`src/rtl/uart_pkg.sv`:
```
// Shared UART definitions.
// Holds the bit-period constant used to size the command assembler's
// inter-byte timeout, and the assembler's state encoding.
package uart_pkg;

    // System clocks per UART bit period (50 MHz / 19200 baud).
    localparam int unsigned BAUD = 2604;

    // Inter-byte gap allowed between high and low byte, in bit periods.
    localparam int unsigned TIMEOUT_BAUDS = 20;

    localparam int unsigned TIMEOUT_DEFAULT = TIMEOUT_BAUDS * BAUD;

    typedef enum logic {
        ST_IDLE    = 1'b0,
        ST_WAIT_LO = 1'b1
    } asm_state_e;

endpackage

```
`src/rtl/uart_cmd_assembler_if.sv`:
```
// Handshake bundle between the UART receiver / command consumer and the
// command assembler.
//   rx_rdy      receiver byte-available flag (held until cleared)
//   rx_data     received byte, valid while rx_rdy is high
//   clr_rx_rdy  one-cycle acknowledge back to the receiver
//   clr_cmd_rdy consumer acknowledge of the assembled command
//   cmd         assembled command {high byte, low byte}
//   cmd_rdy     assembled command valid
//   frame_err   one-cycle pulse on inter-byte timeout
// master: receiver/consumer side.  slave: assembler side.
interface uart_cmd_assembler_if;

    logic        rx_rdy;
    logic [7:0]  rx_data;
    logic        clr_rx_rdy;
    logic        clr_cmd_rdy;
    logic [15:0] cmd;
    logic        cmd_rdy;
    logic        frame_err;

    modport master (
        output rx_rdy,
        output rx_data,
        output clr_cmd_rdy,
        input  clr_rx_rdy,
        input  cmd,
        input  cmd_rdy,
        input  frame_err
    );

    modport slave (
        input  rx_rdy,
        input  rx_data,
        input  clr_cmd_rdy,
        output clr_rx_rdy,
        output cmd,
        output cmd_rdy,
        output frame_err
    );

endinterface

```
`src/rtl/uart_cmd_assembler.sv`:
```
// Assembles two consecutive UART bytes into a 16-bit command
// {high byte, low byte}. If the low byte does not arrive within TIMEOUT
// clocks of the high byte, the partial command is dropped and frame_err
// pulses for one cycle.
//
// Ports:
//   clk    system clock, rising edge
//   rst_n  asynchronous active-low reset
//   bus    handshake bundle (slave side), see uart_cmd_assembler_if
//
// Parameter TIMEOUT must lie in 1..65536 (16-bit gap counter).
//
// state       | meaning
// ------------+------------------------------------------------
// ST_IDLE     | waiting for the high byte; gap counter held at 0
// ST_WAIT_LO  | high byte captured; counting the gap to the low byte
module uart_cmd_assembler
    import uart_pkg::*;
#(
    parameter int unsigned TIMEOUT = TIMEOUT_DEFAULT
) (
    input  logic                 clk,
    input  logic                 rst_n,
    uart_cmd_assembler_if.slave  bus
);

    localparam logic [15:0] CNT_LAST = 16'(TIMEOUT - 1);

    asm_state_e  state_q,     state_d;
    logic [7:0]  byte_hi_q,   byte_hi_d;
    logic [15:0] cmd_q,       cmd_d;
    logic        cmd_rdy_q,   cmd_rdy_d;
    logic [15:0] cnt_q,       cnt_d;
    logic        frame_err_q, frame_err_d;
    logic        clr_rx_rdy_c;

    always_ff @(posedge clk or negedge rst_n) begin
        if (!rst_n) begin
            state_q     <= ST_IDLE;
            byte_hi_q   <= 8'h00;
            cmd_q       <= 16'h0000;
            cmd_rdy_q   <= 1'b0;
            cnt_q       <= 16'h0000;
            frame_err_q <= 1'b0;
        end else begin
            state_q     <= state_d;
            byte_hi_q   <= byte_hi_d;
            cmd_q       <= cmd_d;
            cmd_rdy_q   <= cmd_rdy_d;
            cnt_q       <= cnt_d;
            frame_err_q <= frame_err_d;
        end
    end

    always_comb begin
        state_d      = state_q;
        byte_hi_d    = byte_hi_q;
        cmd_d        = cmd_q;
        cmd_rdy_d    = cmd_rdy_q;
        cnt_d        = cnt_q;
        frame_err_d  = 1'b0;
        clr_rx_rdy_c = 1'b0;

        // Consumer acknowledge first so that a completing command below
        // overrides it in the same cycle.
        if (bus.clr_cmd_rdy) begin
            cmd_rdy_d = 1'b0;
        end

        case (state_q)
            ST_IDLE: begin
                cnt_d = 16'h0000;
                if (bus.rx_rdy) begin
                    clr_rx_rdy_c = 1'b1;
                    byte_hi_d    = bus.rx_data;
                    cmd_rdy_d    = 1'b0;
                    state_d      = ST_WAIT_LO;
                end
            end
            ST_WAIT_LO: begin
                // A byte arriving on the last allowed cycle is still taken.
                if (bus.rx_rdy) begin
                    clr_rx_rdy_c = 1'b1;
                    cmd_d        = {byte_hi_q, bus.rx_data};
                    cmd_rdy_d    = 1'b1;
                    cnt_d        = 16'h0000;
                    state_d      = ST_IDLE;
                end else if (cnt_q == CNT_LAST) begin
                    frame_err_d = 1'b1;
                    byte_hi_d   = 8'h00;
                    cnt_d       = 16'h0000;
                    state_d     = ST_IDLE;
                end else begin
                    cnt_d = cnt_q + 16'h0001;
                end
            end
            default: begin
                state_d = ST_IDLE;
            end
        endcase
    end

    // Acknowledge is decoded combinationally so the receiver's flag drops
    // on the same edge that consumes the byte; it is masked while reset is
    // held so nothing is acknowledged during reset.
    assign bus.clr_rx_rdy = clr_rx_rdy_c & rst_n;
    assign bus.cmd        = cmd_q;
    assign bus.cmd_rdy    = cmd_rdy_q;
    assign bus.frame_err  = frame_err_q;

endmodule

```
`src/flat_wrapper.sv`:
```
// flat-port wrapper written by rule: the top's interface ports become plain ports
module uart_cmd_assembler_flat import uart_pkg::*;
#(
    parameter int unsigned TIMEOUT = TIMEOUT_DEFAULT
)
  (clk, rst_n, bus_rx_rdy, bus_rx_data, bus_clr_cmd_rdy, bus_clr_rx_rdy, bus_cmd, bus_cmd_rdy, bus_frame_err);
  uart_cmd_assembler_if bus_i ();
  input  logic clk;
  input  logic rst_n;
  input wire logic [$bits(bus_i.rx_rdy)-1:0] bus_rx_rdy;
  input wire logic [$bits(bus_i.rx_data)-1:0] bus_rx_data;
  input wire logic [$bits(bus_i.clr_cmd_rdy)-1:0] bus_clr_cmd_rdy;
  output wire logic [$bits(bus_i.clr_rx_rdy)-1:0] bus_clr_rx_rdy;
  output wire logic [$bits(bus_i.cmd)-1:0] bus_cmd;
  output wire logic [$bits(bus_i.cmd_rdy)-1:0] bus_cmd_rdy;
  output wire logic [$bits(bus_i.frame_err)-1:0] bus_frame_err;
  assign bus_i.rx_rdy = bus_rx_rdy;
  assign bus_i.rx_data = bus_rx_data;
  assign bus_i.clr_cmd_rdy = bus_clr_cmd_rdy;
  assign bus_clr_rx_rdy = bus_i.clr_rx_rdy;
  assign bus_cmd = bus_i.cmd;
  assign bus_cmd_rdy = bus_i.cmd_rdy;
  assign bus_frame_err = bus_i.frame_err;
  uart_cmd_assembler #(.TIMEOUT(TIMEOUT)) u_core (.clk(clk), .rst_n(rst_n), .bus(bus_i));
endmodule
```
`config.mk`:
```
export PLATFORM = sky130hd
export DESIGN_NAME = uart_cmd_assembler_flat
export DESIGN_NICKNAME = d
export VERILOG_FILES = /design/src/rtl/uart_pkg.sv /design/src/rtl/uart_cmd_assembler_if.sv /design/src/rtl/uart_cmd_assembler.sv /design/src/flat_wrapper.sv
export SDC_FILE = /design/constraint.sdc
export NUM_CORES = 1
export LEC_CHECK = 0
export BUFFER_PORTS_ARGS = -buffer_cell sky130_fd_sc_hd__buf_2
export CAP_MARGIN = 10
export CORE_MARGIN = 4
export CORE_UTILIZATION = 30
export CTS_CLUSTER_SIZE = 14
export DETAILED_ROUTE_END_ITERATION = 6
export PLACE_DENSITY_LB_ADDON = 0.25
export SLEW_MARGIN = 30
export SYNTH_ARGS = -nofsm -noshare
export SYNTH_HDL_FRONTEND = slang
export SYNTH_SLANG_ARGS = --single-unit
```
`constraint.sdc`:
```
create_clock -name clk -period 2.3 [get_ports clk]
set_input_delay 0.46 -clock clk [delete_from_list [all_inputs] [get_ports clk]]
set_output_delay 0.46 -clock clk [all_outputs]
set_load 0.01 [all_outputs]
```
==> impl_metrics.csv <==
group,metric,value,unit
setup_path,path_delay_family,"simple AND/OR/NAND/NOR gates",
timing,min_period,1.80,ns
route,drc,0,
setup_path,critPathBufInv,0,
grt,grt_pass1_wl,6.27,mm
timing,finClkSkew,0.00549,ns
power_and_ir_drop,irDropWorstVdd,322,uV
clock_tree,cts_setup_buffers,0,
clock_tree,root_buffer,"clkbuf_8",
placement,place_hpwl,2.40,mm
cells_and_area,final_cell_area,2140,um^2
clock_tree,cts_tree,"yes",
run_status,status,"finished, final reports clean",
setup_path,critPathSlowestCell,"nor3b_2",
grt,antenna_found_initial,0,
timing,maxSlewViolCount,0,
synthesis,synth_top_cell_area_share,0.591,
route,wire_per_inst,12.9,um
cells_and_area,antenna_cells,0,
synthesis,synth_cell_type_count,29,
clock_tree,clk_path_buf_depth,2,
power_and_ir_drop,p_leak,0.974,nW
clock_tree,clock_latency,0.30,ns
worst_hold_path,hold_path.class,"input port to async pin",
route,vias,1231,
setup_path,worstPathRequired,2.46,ns
synthesis,synth_area,1820,um^2
placement,io_buffers,30,
route,drt_pass1_iterations,4,
route,drtIter0Drc,41,
synthesis,synth-seq-area-share,0.591,
route,antenna_left,0,
power_and_ir_drop,power_density,824,nW/um^2
timing,tns,0,ns
clock_tree,clkSlewWorstSetupHoldPaths,0.09,ns
floorplan,dieHeight,85.9,um
timing,rsz0062_at_grt,"false",
timing,timing.final.crit_share,0.781,
floorplan,initial_core_util,0.308,
setup_path,cp.arrival,1.96,ns
timing,fmax,557,MHz
timing,final-hold-violation-count,0,
clock_tree,cts_hold_buffers,0,
floorplan,io_pins,31,
grt,grt_max_degree,44,
synthesis,yosys-top-cells-area,"dfrtp_1 59%, mux2_2 9.9%, xor2_1 4.8%",
setup_path,crit_type,"flop to flop",
floorplan,dieArea,7380,um^2
floorplan,die_w,85.9,um
grt,globalRoute.totalOverflow,0,
clock_tree,htreeDepth,2,
setup_path,worst-path-max-fanout,9,
timing,setup_viol,0,
cells_and_area,ff_latch_area,1080,um^2
clock_tree,cts_resized,0,
power_and_ir_drop,fin_total_pwr,1.76,mW
grt,first_global_vias,1295,
timing,whs,0.239,ns
synthesis,synth_area_per_cell,11.5,um^2
placement,place_congestion,0.740,
placement,place_area,2050,um^2
synthesis,synth-seq-cells,43,
route,viasPerCell,4.59,
job,drv_cap,0,
cells_and_area,final_core_utilization,0.362,
timing,worst_slew_pin_slew,0.550,ns
cells_and_area,num-nets-final,205,
cells_and_area,drive_gt1_frac,0.301,
route,drt_wl_total,3.44,mm
setup_path,end_kind,"flop",
timing,max_slew_margin,0.632,
floorplan,core_area,5920,um^2
clock_tree,clock-sinks,43,
setup_path,crit_chain,"ha_1 > and4_1 > nand4_1 > nor3b_2 > a21oi_1",
cells_and_area,n_fill_cell,605,
synthesis,synthesis.nets,172,
synthesis,netlist_instances,159,
cells_and_area,multi_input_area,706,um^2
synthesis,yosysWarnings,0,
setup_path,start_kind,"flop",
clock_tree,cts-buffers-inserted,5,
setup_path,slowest_delay,0.52,ns
grt,grtUsageTotal,0.106,
synthesis,synth_top_area_cell,"dfrtp_1",
floorplan,num_rows,28,
cells_and_area,area_growth,17.5,%
[logic make-up after synthesis]
logic type	count (synthesis)	synth area share
DFF	43	0.591
xor gates and xnor gates	13	0.0625
buffers and inverters	8	0.0220
muxes	16	0.0989
AOI/OAI and AO/OA	11	0.0316
adders and majority gates	1	0.00687
and+or+nand+nor	67	0.187
[worst register-to-register path, cell delays in order, from the launching register on]
cell     delay, ns
dfrtp_1       0.39
ha_1          0.23
and4_1        0.28
nand4_1       0.14
nor3b_2       0.52
a21oi_1       0.10
[cell usage in the layout (no fill, tap or decap), types with 2 or more instances in the layout]
cell type   count
nand4_1         9
mux2_2         16
nand2b_1        2
nand3_1         3
nor2_1         15
a21oi_1         9
xor2_1         10
buf_2          30
xnor2_1         3
clkinvlp_4      2
and3_1          4
buf_4           3
dfrtp_1        43
nand2_1        23
and4_1          2
clkbuf_8        5
[state kept, by name (all words and copies together) (netlist names)]
register and count:
u_core.bus.frame_err 1, u_core.cnt_q 16, u_core.state_q 1, u_core.byte_hi_q 8, u_core.bus.cmd_rdy 1, u_core.bus.cmd 16
[metal layers]
| layer | share of wire | up-vias | track usage | routed length (um) |
|---|---|---|---|---|
| met4 | 0.010 | 0 | 0.0259 | 35 |
| met3 | 0.072 | 5 | 0.0413 | 247 |
| met1 | 0.47 | 581 | 0.140 | 1620 |
| met5 | 0 | - | 0 | 0 |
| met2 | 0.45 | 31 | 0.163 | 1540 |
| li1 | - | 614 | - | - |
[final cells by class]
type,count,area share
clock buffers,5,0.0321
clock inverters,3,0.00935
inverters,1,0.00175
multi-input cells,108,0.330
flip-flops and latches,43,0.503
well taps,75,0.0438
repair buffers,33,0.0807
[final timing paths]
| kind | startpoint | endpoint | slack [ns] | cells past startpoint |
|---|---|---|---|---|
| worst min-delay path | rst_n | u_core.bus.cmd[14] | 0.24 | 2 |
| worst min register to register | u_core.cnt_q[0] | u_core.cnt_q[0] | 0.48 | 1 |
| worst max register to register | u_core.cnt_q[0] | u_core.byte_hi_q[7] | 0.50 | 5 |
| worst max-delay path | u_core.cnt_q[0] | u_core.byte_hi_q[7] | 0.50 | 5 |
| min in group clk | bus_clr_cmd_rdy | u_core.bus.cmd_rdy | 0.36 | 2 |
| max in group asynchronous | rst_n | u_core.cnt_q[6] | 1.70 | 2 |
[stage by stage]
stage	setup slack (ns)	cells
after detailed placement	0.445	260
after global routing	0.248	268
final	0.505	268
after global placement	0.521	260
after CTS	0.439	268
after floorplan	0.743	159
[power by group]
group	internal, mW	leakage, nW	total [mW]	switching (mW)
Combinational	0.172	0.382	0.342	0.170
Clock	0.211	0.0402	0.481	0.270
Sequential	0.883	0.553	0.941	0.0587
[cells in the mapped netlist]
master,number
a21oi_1,9
and2_1,1
and3_1,4
and4_1,2
and4bb_1,1
buf_1,1
buf_2,4
buf_4,1
clkbuf_2,1
dfrtp_1,43
ha_1,1
inv_1,1
mux2_2,16
nand2_1,23
nand2b_1,2
nand3_1,3
nand3b_1,1
nand4_1,9
nor2_1,15
nor2b_1,1
nor3_1,1
nor3b_2,1
nor4_1,1
nor4b_1,1
o21ai_0,1
o31ai_1,1
or4_1,1
xnor2_1,3
xor2_1,10
Power figures use the tool's default switching activity.
